**src/rtl/spi_txn_arbiter_pkg.sv**
```systemverilog
// Shared types and default widths for the SPI transaction arbiter.
// State encodings are fixed: IDLE=0, ISSUE=1, WAIT=2, DONE=3.
package spi_txn_arbiter_pkg;

    typedef enum logic [1:0] {
        ST_IDLE  = 2'd0,
        ST_ISSUE = 2'd1,
        ST_WAIT  = 2'd2,
        ST_DONE  = 2'd3
    } arb_state_e;

    localparam int DEF_NREQ    = 2;
    localparam int DEF_DW      = 32;
    localparam int DEF_NBW     = 6;
    localparam int DEF_TIMEOUT = 1023;

    // Width of an index able to address n items; never below one bit.
    function automatic int idx_width(input int n);
        return (n > 1) ? $clog2(n) : 1;
    endfunction

endpackage

```
**src/rtl/spi_txn_arbiter_rr_pick.sv**
```systemverilog
// spi_rr_pick: combinational round-robin picker.
// Searches upward from rr_last+1 (mod NREQ) and returns the first pending
// requester as a one-hot grant plus its index; any is high if anything is pending.
module spi_rr_pick
    import spi_txn_arbiter_pkg::*;
#(
    parameter int NREQ = DEF_NREQ,
    parameter int IW   = idx_width(DEF_NREQ)
) (
    input  logic [NREQ-1:0] req,
    input  logic [IW-1:0]   rr_last,
    output logic [NREQ-1:0] grant,
    output logic [IW-1:0]   idx,
    output logic            any
);

    int          cand;
    logic [IW-1:0] cand_idx;

    // Scan all NREQ positions starting just after the last owner; first hit wins.
    always_comb begin
        grant    = '0;
        idx      = '0;
        any      = 1'b0;
        cand     = 0;
        cand_idx = '0;
        for (int k = 1; k <= NREQ; k++) begin
            cand     = (int'(rr_last) + k) % NREQ;
            cand_idx = IW'(cand);
            if (!any && req[cand_idx]) begin
                any             = 1'b1;
                grant[cand_idx] = 1'b1;
                idx             = cand_idx;
            end
        end
    end

endmodule

```
**src/rtl/spi_txn_arbiter.sv**
```systemverilog
// spi_txn_arbiter: shares one SPI master between NREQ requesters.
// Round-robin grant, one transaction in flight, MISO word routed to the owner.
// Optional WAIT watchdog enabled by defining SPI_ARB_TIMEOUT_EN; without it
// WAIT is unbounded and rsp_err is tied low.
//
//  state | meaning
//  IDLE  | no transaction; grant the next pending requester, capture its payload
//  ISSUE | payload captured and acked; start pulse to the master is launched
//  WAIT  | frame in progress; waiting for spi_ready (or watchdog expiry)
//  DONE  | response pulse visible to the owner; back to IDLE next cycle
module spi_txn_arbiter
    import spi_txn_arbiter_pkg::*;
#(
    parameter int NREQ           = DEF_NREQ,
    parameter int DW             = DEF_DW,
    parameter int NBW            = DEF_NBW,
    parameter int TIMEOUT_CYCLES = DEF_TIMEOUT
) (
    input  logic                clk_in,
    input  logic                nrst,
    input  logic [NREQ-1:0]     req_valid,
    input  logic [NREQ*DW-1:0]  req_mosi,
    input  logic [NREQ*NBW-1:0] req_nbits,
    output logic [NREQ-1:0]     req_ack,
    output logic [NREQ-1:0]     rsp_valid,
    output logic [DW-1:0]       rsp_miso,
    output logic                rsp_err,
    output logic                busy,
    output logic [DW-1:0]       spi_mosi_data,
    output logic [NBW-1:0]      spi_nbits,
    output logic                spi_request,
    input  logic                spi_ready,
    input  logic [DW-1:0]       spi_miso_data
);

    localparam int IW = idx_width(NREQ);

    arb_state_e    state_q, state_d;
    logic [IW-1:0] owner_q, owner_d;
    logic [IW-1:0] rr_last_q, rr_last_d;

    logic [NREQ-1:0] ack_d;
    logic [NREQ-1:0] rspv_d;
    logic [DW-1:0]   miso_d;
    logic [DW-1:0]   mosi_d;
    logic [NBW-1:0]  nbits_d;
    logic            spi_req_d;

    logic [NREQ-1:0] pick_grant;
    logic [IW-1:0]   pick_idx;
    logic            pick_any;

    spi_rr_pick #(
        .NREQ (NREQ),
        .IW   (IW)
    ) u_pick (
        .req     (req_valid),
        .rr_last (rr_last_q),
        .grant   (pick_grant),
        .idx     (pick_idx),
        .any     (pick_any)
    );

`ifdef SPI_ARB_TIMEOUT_EN
    localparam int TW = idx_width(TIMEOUT_CYCLES);
    // Down-counter loaded in ISSUE; expiry is the terminal count seen in WAIT.
    localparam logic [TW-1:0] TO_LOAD = TW'(TIMEOUT_CYCLES - 1);

    logic [TW-1:0] cnt_q, cnt_d;
    logic          err_d;
`else
    logic unused_timeout_cfg;
    assign unused_timeout_cfg = (TIMEOUT_CYCLES != 0);
    assign rsp_err = 1'b0;
`endif

    // Next-state and next-output logic; pulses default low, data outputs hold.
    always_comb begin
        state_d   = state_q;
        owner_d   = owner_q;
        rr_last_d = rr_last_q;
        mosi_d    = spi_mosi_data;
        nbits_d   = spi_nbits;
        miso_d    = rsp_miso;
        ack_d     = '0;
        rspv_d    = '0;
        spi_req_d = 1'b0;
`ifdef SPI_ARB_TIMEOUT_EN
        cnt_d     = cnt_q;
        err_d     = 1'b0;
`endif
        case (state_q)
            ST_IDLE: begin
                if (pick_any) begin
                    mosi_d  = req_mosi[pick_idx*DW +: DW];
                    nbits_d = req_nbits[pick_idx*NBW +: NBW];
                    owner_d = pick_idx;
                    ack_d   = pick_grant;
                    state_d = ST_ISSUE;
                end
            end
            ST_ISSUE: begin
                spi_req_d = 1'b1;
                state_d   = ST_WAIT;
`ifdef SPI_ARB_TIMEOUT_EN
                cnt_d     = TO_LOAD;
`endif
            end
            ST_WAIT: begin
                if (spi_ready) begin
                    miso_d          = spi_miso_data;
                    rspv_d[owner_q] = 1'b1;
                    rr_last_d       = owner_q;
                    state_d         = ST_DONE;
                end
`ifdef SPI_ARB_TIMEOUT_EN
                else if (cnt_q == '0) begin
                    miso_d          = '0;
                    rspv_d[owner_q] = 1'b1;
                    err_d           = 1'b1;
                    rr_last_d       = owner_q;
                    state_d         = ST_DONE;
                end else begin
                    cnt_d = cnt_q - TW'(1);
                end
`endif
            end
            ST_DONE: begin
                state_d = ST_IDLE;
            end
            default: begin
                state_d = ST_IDLE;
            end
        endcase
    end

    // State and registered outputs; rr_last resets so requester 0 wins first.
    always_ff @(posedge clk_in) begin
        if (!nrst) begin
            state_q       <= ST_IDLE;
            owner_q       <= '0;
            rr_last_q     <= IW'(NREQ - 1);
            req_ack       <= '0;
            rsp_valid     <= '0;
            rsp_miso      <= '0;
            busy          <= 1'b0;
            spi_mosi_data <= '0;
            spi_nbits     <= '0;
            spi_request   <= 1'b0;
        end else begin
            state_q       <= state_d;
            owner_q       <= owner_d;
            rr_last_q     <= rr_last_d;
            req_ack       <= ack_d;
            rsp_valid     <= rspv_d;
            rsp_miso      <= miso_d;
            busy          <= (state_d != ST_IDLE);
            spi_mosi_data <= mosi_d;
            spi_nbits     <= nbits_d;
            spi_request   <= spi_req_d;
        end
    end

`ifdef SPI_ARB_TIMEOUT_EN
    // Watchdog counter and error flag accompanying the response pulse.
    always_ff @(posedge clk_in) begin
        if (!nrst) begin
            cnt_q   <= '0;
            rsp_err <= 1'b0;
        end else begin
            cnt_q   <= cnt_d;
            rsp_err <= err_d;
        end
    end
`endif

endmodule

```
**config.mk**
```make
export PLATFORM = sky130hd
export DESIGN_NAME = spi_txn_arbiter
export DESIGN_NICKNAME = d
export VERILOG_FILES = /design/src/rtl/spi_txn_arbiter_pkg.sv /design/src/rtl/spi_txn_arbiter_rr_pick.sv /design/src/rtl/spi_txn_arbiter.sv
export SDC_FILE = /design/constraint.sdc
export NUM_CORES = 1
export LEC_CHECK = 0
export CAP_MARGIN = 30
export CORE_UTILIZATION = 39
export DETAILED_ROUTE_END_ITERATION = 6
export GPL_ROUTABILITY_DRIVEN = 0
export GPL_TIMING_DRIVEN = 0
export PLACE_DENSITY = 0.85
export SKIP_LAST_GASP = 1
export SYNTH_ARGS = -nofsm -noshare
export SYNTH_HDL_FRONTEND = slang
export SYNTH_SLANG_ARGS = --single-unit
```
**constraint.sdc**
```tcl
create_clock -name clk_in -period 2.6 [get_ports clk_in]
set_input_delay 0.52 -clock clk_in [delete_from_list [all_inputs] [get_ports clk_in]]
set_output_delay 0.52 -clock clk_in [all_outputs]
set_load 0.05 [all_outputs]
```
# ---- Yosys cells after proc, flatten, opt, wreduce, memory -nomap -nowiden
# Cells that the tools add are included.
# W data, S select, Z words.
dict set report word_totals {
  regBits 80
  output_inout_bits 77
  elab_cells 56
}
dict set report op_classes {
  n_addsub 2
  mul 1
  n_lt_le_gt_ge 6
  eq_ne 3
  n_shift 2
  n_mux 20
  bitwise 1
  n_reduce_logical 11
}
# op n
set ops {}
lappend ops {{$shiftx A64 B7 Y32} 1}
lappend ops {{$mux W1} 12}
lappend ops {{$shiftx A12 B5 Y6} 1}
lappend ops {{$mux W2} 4}
lappend ops {{$pmux W2 S4} 1}
lappend ops {{$lt A1 B2 Y1 const B} 3}
lappend ops {{$reduce_and A3 Y1} 2}
lappend ops {{$eq A2 B2 Y1 const B} 2}
lappend ops {{$logic_and A1 B1 Y1} 4}
lappend ops {{$reduce_and A2 Y1} 2}
lappend ops {{$demux W1 S1} 3}
lappend ops {{$ge A1 B1 Y1 const B} 3}
lappend ops {{$mul A1 B2 Y3 const B} 1}
lappend ops {{$add A1 B1 Y1 const B} 2}
lappend ops {{$eq A2 B1 Y1 const B} 1}
lappend ops {{$logic_not A2 Y1} 1}
lappend ops {{$or A2 B2 Y2} 1}
lappend ops {{$reduce_bool A2 Y1} 1}
lappend ops {{$logic_not A1 Y1} 1}

# ---- Longest topological paths before layout
# Gate-level depths: netlist (run 1).
dict set report logic_depth {
  word_depth 10
  mapped_depth 8
}

# ---- Hierarchy
# Synthesis (run 1) repeated with hierarchy kept, for this count alone.
dict set report hier_totals {
  cells_unflattened 292
  area_unflattened_um2 3344.5
}
# mod n_inst cells_each area_each_um2 seq_area_each_um2
set by_module_without_submodules {}
lappend by_module_without_submodules {spi_txn_arbiter 1 287 3311.9 1601.5}
lappend by_module_without_submodules {spi_rr_pick 1 5 32.5 0.0}

# ---- Worst setup path after synthesis (run 1)
# No wires, ideal clock.
dict set report synth_path {
  kind {register to register}
  start {register state_q[0]}
  end {register rsp_miso[10]}
  arrival_time_ns 1.317
  slack_ns 1.166
  path_stages_with_launch 7
  cell_sequence {dfxtp_1 -> inv_1 -> ha_1 -> and3_1 -> buf_2 -> buf_2 -> a22o_1}
}
dict set report synth_between {
  elab_chain_cells 2
}
# item line_no
set synth_rtl {}
lappend synth_rtl {{start: declaration} spi_txn_arbiter.sv:38} ;# arb_state_e state_q, state_d;
lappend synth_rtl {{start signal: assignment} spi_txn_arbiter.sv:151} ;# state_q <= state_d;
lappend synth_rtl {{$eq A2 B2 Y1} spi_txn_arbiter.sv:92} ;# case (state_q)
lappend synth_rtl {{$reduce_and A2 Y1 (no line)} -}
lappend synth_rtl {{end signal: assignment} spi_txn_arbiter.sv:156} ;# rsp_miso <= miso_d;
lappend synth_rtl {{end: declaration} spi_txn_arbiter.sv:26} ;# output logic [DW-1:0] rsp_miso,
# No other way between the ends.
# A chain may end at the register's enable or synchronous reset.

# ---- Final worst setup path (run 1)
dict set report layout_path {
  start {register spi_nbits[3]}
  end {output spi_nbits[3]}
}
# item line_no
set layout_lines {}
lappend layout_lines {{start: declaration} spi_txn_arbiter.sv:30} ;# output logic [NBW-1:0] spi_nbits,
lappend layout_lines {{start signal: assignment} spi_txn_arbiter.sv:159} ;# spi_nbits <= nbits_d;
# No word-level cell between the ends.

==> reports/metrics.cfg, run 1 <==
[timing]
setup-tns-final_ns=0
final_max_slew_viol_count=0
setup_ws_ns=0.556
fin_crit_ns=2.04
setup_violations=0
hold_viol=0
timing.fmax_mhz=489
rsz0062_at_grt=false
slew_headroom_pct=63.9
fin_crit_sh_pct=78.6
skew_ns=0.00846
worst_slew_pin_slew_ns=0.540

[finish]
final_layout_size_suffix_gt1_share_pct=7.95
syn_to_final_growth_pct=74.0
seqCellArea_um2=1600
final_cell_mix=clkdlybuf4s50_1, dfxtp_1, a21oi_1
multi_input_area_um2=1190
fin_util_pct=70.7
num_antenna_cells=0
mostFrequentLayoutCell=clkdlybuf4s50_1
nets=639
nFillCells=573

[global_route]
antenna_found_initial=0
grt_overflow=0
grt_max_degree=16
grt_pass1_wl_mm=14.3
track_usage_pct=23.7
grt_pass1_vias=2994

[pwr]
power.share.clock_pct=15.7
total_leakage_power_nw=2.06
internal_power_mw=2.96
switching_share_pct=45.7
p_per_area_nw_per_um2=1060
p_seq_share_pct=31.7
pwr-share-comb_pct=52.6
ir_drop_mv=0.670
power.switching_mw=2.49

[critical_path]
crit_type=flip-flop to primary output
critPathMaxFanout=2
critPathBufInv=1
path_cells=clkdlybuf4s50_1
worst_path_largest_cell_delay_ns=0.82
slowest_stage=clkdlybuf4s50_1
critPathCaptureType=primary output
crit_family=buffers and inverters
worst_ep_arrival_time_ns=1.52
start_kind=flip-flop
crit_required_ns=2.08

[clocking]
cts_tree=yes
cts_buffers=9
cts-htree-levels=3
postCtsSetupBuffers=0
cts-root-to-sink-buffers=2
path_clk_slew_ns=0.08
clockRootBuffer=clkbuf_8
cts_resized=0
clk_latency_ns=0.35
cts_hold_buf=0
cts.sinks=80

[synth]
synthSimpleGateAreaFrac_pct=7.05
synth_compound_area_share_pct=31.8
synthMuxAreaShare_pct=0
synth_top_family_by_area=compound AO/OA/AOI/OAI gates
yosys.area_share.xor_xnor_pct=0
mappedNetlistNets=440
avgSynthCellArea_um2=9.14
synth.distinct_cells=25
ys_seq_area_share_pct=54.1
yosysWarnings=0
synthCells=324
syn-cell-area_um2=2960
synthAdderAreaFrac_pct=1.27
ys_ff_latch=80

[floorplan]
initial_utilization_pct=40.6
core_area_um2=7290
die_h_um=89.2
die_x_um=89.2
rows=31
die-area_um2=7950
ioPinCount=190

[drt]
drt_iter0_markers=88
drc_errors=0
dr.pass1.iters=4
routedWlPerCell_um=15.1
ant_nets=0
routed_wl_mm=9.46
vias=3147
via_per_inst=5.02

[place]
dp_slack_ns=0.549
hpwl_mm=7.28
io_buffers=188

[run_status]
status=finished clean

[job]
timing.max_cap.violations=0

[worst_hold_path]
min_path_type=flip-flop to flip-flop

stage by stage:
stage / hold slack [ns] / instance area [µm²] / cells / total power [mW]
after floorplan: 0.419 / 2960 / 324 / 3.58
after global placement: 0.447 / 4970 / 611 / 4.55
after detailed placement: 0.457 / 4970 / 611 / 4.62
after CTS: 0.473 / 5160 / 627 / 5.48
after global routing: 0.506 / 5160 / 627 / 5.73
final: 0.476 / 5160 / 627 / 5.45
cell type report:
cell class                 instances  share of cell area (%)
clock inverter                     6                   0.971
buffer                            30                    3.06
clock buffer                      10                    2.67
inverter                           3                   0.218
tap                               99                    2.40
timing repair buffer             188                    36.5
multi-input combinational        211                    23.1
sequential                        80                    31.1
power groups by stage:
stage	sequential, mW	clock [mW]	combinational (mW)
after floorplan	2.82	0	0.762
after global routing	1.77	0.938	3.03
after global placement	1.74	0	2.81
after CTS	1.73	0.879	2.87
final	1.73	0.855	2.86
after detailed placement	1.75	0	2.86
registers in the layout, summed over array words and instances (netlist names):
| signal | cells |
|---|---|
| spi_mosi_data | 32 |
| req_ack | 2 |
| owner_q | 1 |
| state_q | 2 |
| rsp_miso | 32 |
| spi_request | 1 |
| rsp_valid | 2 |
| spi_nbits | 6 |
| rr_last_q | 1 |
| busy | 1 |
per-layer routing:
metal	track usage (%)	part of all wire, %
met3	9.05	11
met5	0	0
met4	10.7	2.3
met2	39.1	47
met1	27.3	40
kinds of logic after synthesis:
family / Yosys count
other cells: 1
flops: 80
simple gates: 49
buf+inv: 33
fa+ha+maj: 3
compound gates: 158
worst paths after layout:
kind                     start  cells after the start  slack (ns)                end
setup / recovery  spi_nbits[3]                      1        0.56       spi_nbits[3]
hold / removal         owner_q                      1        0.48       rsp_valid[0]
setup reg to reg    state_q[0]                      8        0.96  spi_mosi_data[10]
hold reg to reg        owner_q                      1        0.48       rsp_valid[0]
synth_stat cells, drive strengths merged:
cell     n  share of area, %
nor2     1              0.13
clkbuf   6              0.76
dfxtp   80                54
buf     24               4.6
a31oi    1              0.21
o21a     1              0.25
nand2   38               4.8
a21boi   2              0.76
nor3b    1              0.25
and2     3              0.63
nor2b    2              0.42
conb     1              0.13
ha       3               1.3
o21ai   40               6.8
a22oi    1              0.25
a21oi   78                13
a22o    32               9.5
inv      3              0.38
nand3    1              0.17
o31a     2              0.59
nand2b   1              0.21
a21bo    1              0.34
and3     2              0.42
(Power assumes the default switching activity.)
==> run 2, diff against run 1 <==
--- a/config.mk
+++ b/config.mk
@@ -6,11 +6,11 @@
 export NUM_CORES = 1
 export LEC_CHECK = 0
 export CAP_MARGIN = 30
-export CORE_UTILIZATION = 39
+export CORE_UTILIZATION = 36
 export DETAILED_ROUTE_END_ITERATION = 6
 export GPL_ROUTABILITY_DRIVEN = 0
 export GPL_TIMING_DRIVEN = 0
-export PLACE_DENSITY = 0.85
+export PLACE_DENSITY = 0.8
 export SKIP_LAST_GASP = 1
 export SYNTH_ARGS = -nofsm -noshare
 export SYNTH_HDL_FRONTEND = slang
==> constraint.sdc (replaced) <==
create_clock -name clk_in -period 2 [get_ports clk_in]
set_input_delay 0.4 -clock clk_in [delete_from_list [all_inputs] [get_ports clk_in]]
set_output_delay 0.4 -clock clk_in [all_outputs]
set_load 0.05 [all_outputs]
==> reports/metrics.cfg, run 2 (synthesis gave the netlist of run 1 again) <==
[critical_path]
reg2reg_depth=7
slowest_stage=clkdlybuf4s50_1
critPathMaxFanout=2
critPathBufInv=1
critPathCaptureType=primary output
path_cells=clkdlybuf4s50_1
rr_startpoint=state_q[0]
crit_family=buffers and inverters
crit_required_ns=1.60
crit_type=flip-flop to primary output
worst_path_largest_cell_delay_ns=0.83
startpoint=rsp_miso[6]
start_kind=flip-flop
r2r-end=spi_mosi_data[13]
worst_ep_arrival_time_ns=1.53
r2r_slack_ns=0.33

[timing]
fin_crit_sh_pct=96.4
fin_crit_ns=1.93
setup-tns-final_ns=0
skew_ns=0.0119
worst_slew_pin_slew_ns=0.552
final_max_slew_viol_count=0
hold_ws_ns=0.480
rsz0062_at_grt=false
hold_viol=0
timing.fmax_mhz=519
setup_violations=0
slew_headroom_pct=63.1

[finish]
nets=639
reg_top3=rsp_miso x32, spi_mosi_data x32, spi_nbits x6
final_cell_mix=clkdlybuf4s50_1, dfxtp_1, a21oi_1
finalNonFillerCells=630
nFillCells=654
num_antenna_cells=0
syn_to_final_growth_pct=74.9
mostFrequentLayoutCell=clkdlybuf4s50_1
final_layout_size_suffix_gt1_share_pct=7.95

[pwr]
p_per_area_nw_per_um2=1390
total_leakage_power_nw=2.07
power.switching_mw=3.27
ir_drop_mv=0.858
power.share.clock_pct=17.3
p_seq_share_pct=31.1
internal_power_mw=3.95
switching_share_pct=45.3
pwr-share-comb_pct=51.6

[clocking]
cts_hold_buf=0
cts_buffers=9
cts_tree=yes
path_clk_slew_ns=0.10
cts-htree-levels=3
cts_resized=0
cts-root-to-sink-buffers=2
clockRootBuffer=clkbuf_8
clk_latency_ns=0.35
postCtsSetupBuffers=0
cts.sinks=80

[floorplan]
rows=32
die_x_um=92.7
core_area_um2=7850
die-area_um2=8600
initial_utilization_pct=37.8
ioPinCount=190
die_h_um=92.7

[drt]
vias=3163
routed_wl_mm=9.74
drc_errors=0
via_per_inst=5.02
dr.pass1.iters=4
drt_iter0_markers=125
routedWlPerCell_um=15.5
ant_nets=0

[worst_hold_path]
hp-start=owner_q
min_path_type=flip-flop to flip-flop
holdPathEnd=rsp_valid[0]
hold_path_depth=1

[run_status]
status=finished clean

[place]
io_buffers=188
dp.cells=614
hpwl_mm=7.22

[global_route]
grt_pass1_wl_mm=15.8
grt_overflow=0
track_usage_pct=23.2
antenna_found_initial=0
grt_max_degree=17
grt_pass1_vias=3158

[job]
timing.max_cap.violations=0

## run 2: cell types whose count changed in the layout (fill, tap and decap cells not counted), sizes merged
cell      delta
bufinv       +1
clkbuf       -1
clkinvlp     -1
inv          +1
## run 2: worst max path at each step
stage                    to  slack (ns)  cells past startpoint
2_1_floorplan  rsp_miso[10]        0.57                      6
3_3_place_gp      rr_last_q        0.05                      5
3_5_place_dp   rsp_miso[24]       0.007                      5
4_1_cts         rsp_miso[5]        0.05                      1
5_1_grt         rsp_miso[5]        0.01                      1
6_report        rsp_miso[6]        0.07                      1
## run 2: final cells by class
| class | instances | area (µm²) | share of cell area, % |
|---|---|---|---|
| timing repair buffer | 188 | 1880 | 36.3 |
| sequential | 80 | 1600 | 30.9 |
| multi-input combinational | 211 | 1190 | 23.0 |
| buffer | 30 | 158 | 3.04 |
| tap | 102 | 128 | 2.46 |
| clock buffer | 9 | 124 | 2.39 |
| clock inverter | 7 | 86.3 | 1.67 |
| inverter | 3 | 11.3 | 0.217 |
## run 2: through the flow
step           util, %  setup WS (ns)  power, mW  area (µm²)
2_1_floorplan        -          0.566       4.66        2960
3_3_place_gp      63.4         0.0453       5.93        4970
3_5_place_dp      63.4        0.00717       6.00        4970
4_1_cts           66.0         0.0521       7.26        5180
5_1_grt           66.0        0.00988       7.61        5180
6_report          66.0         0.0724       7.22        5180
## run 2: layer usage
layer | part of all wire [%] | global-route usage, % | vias to the layer above
li1 | - | - | 1548
met4 | 1.4 | 8.46 | 0
met3 | 9.6 | 6.90 | 13
met2 | 47 | 39.6 | 157
met5 | 0 | 0 | -
met1 | 42 | 27.4 | 1445
## run 2: power groups by stage
stage	registers [mW]	clock network, mW	logic, mW
after global placement	2.26	0	3.68
final	2.25	1.25	3.73
after detailed placement	2.28	0	3.72
after global routing	2.30	1.36	3.94
after floorplan	3.67	0	0.991
after CTS	2.25	1.27	3.74
==> run 3, diff against run 2 <==
--- a/config.mk
+++ b/config.mk
@@ -7,6 +7,7 @@
 export LEC_CHECK = 0
 export CAP_MARGIN = 30
 export CORE_UTILIZATION = 36
+export CTS_CLUSTER_SIZE = 24
 export DETAILED_ROUTE_END_ITERATION = 6
 export GPL_ROUTABILITY_DRIVEN = 0
 export GPL_TIMING_DRIVEN = 0
==> results of run 3 <==
The final DEF is identical to that of run 2; final timing and power are the same.
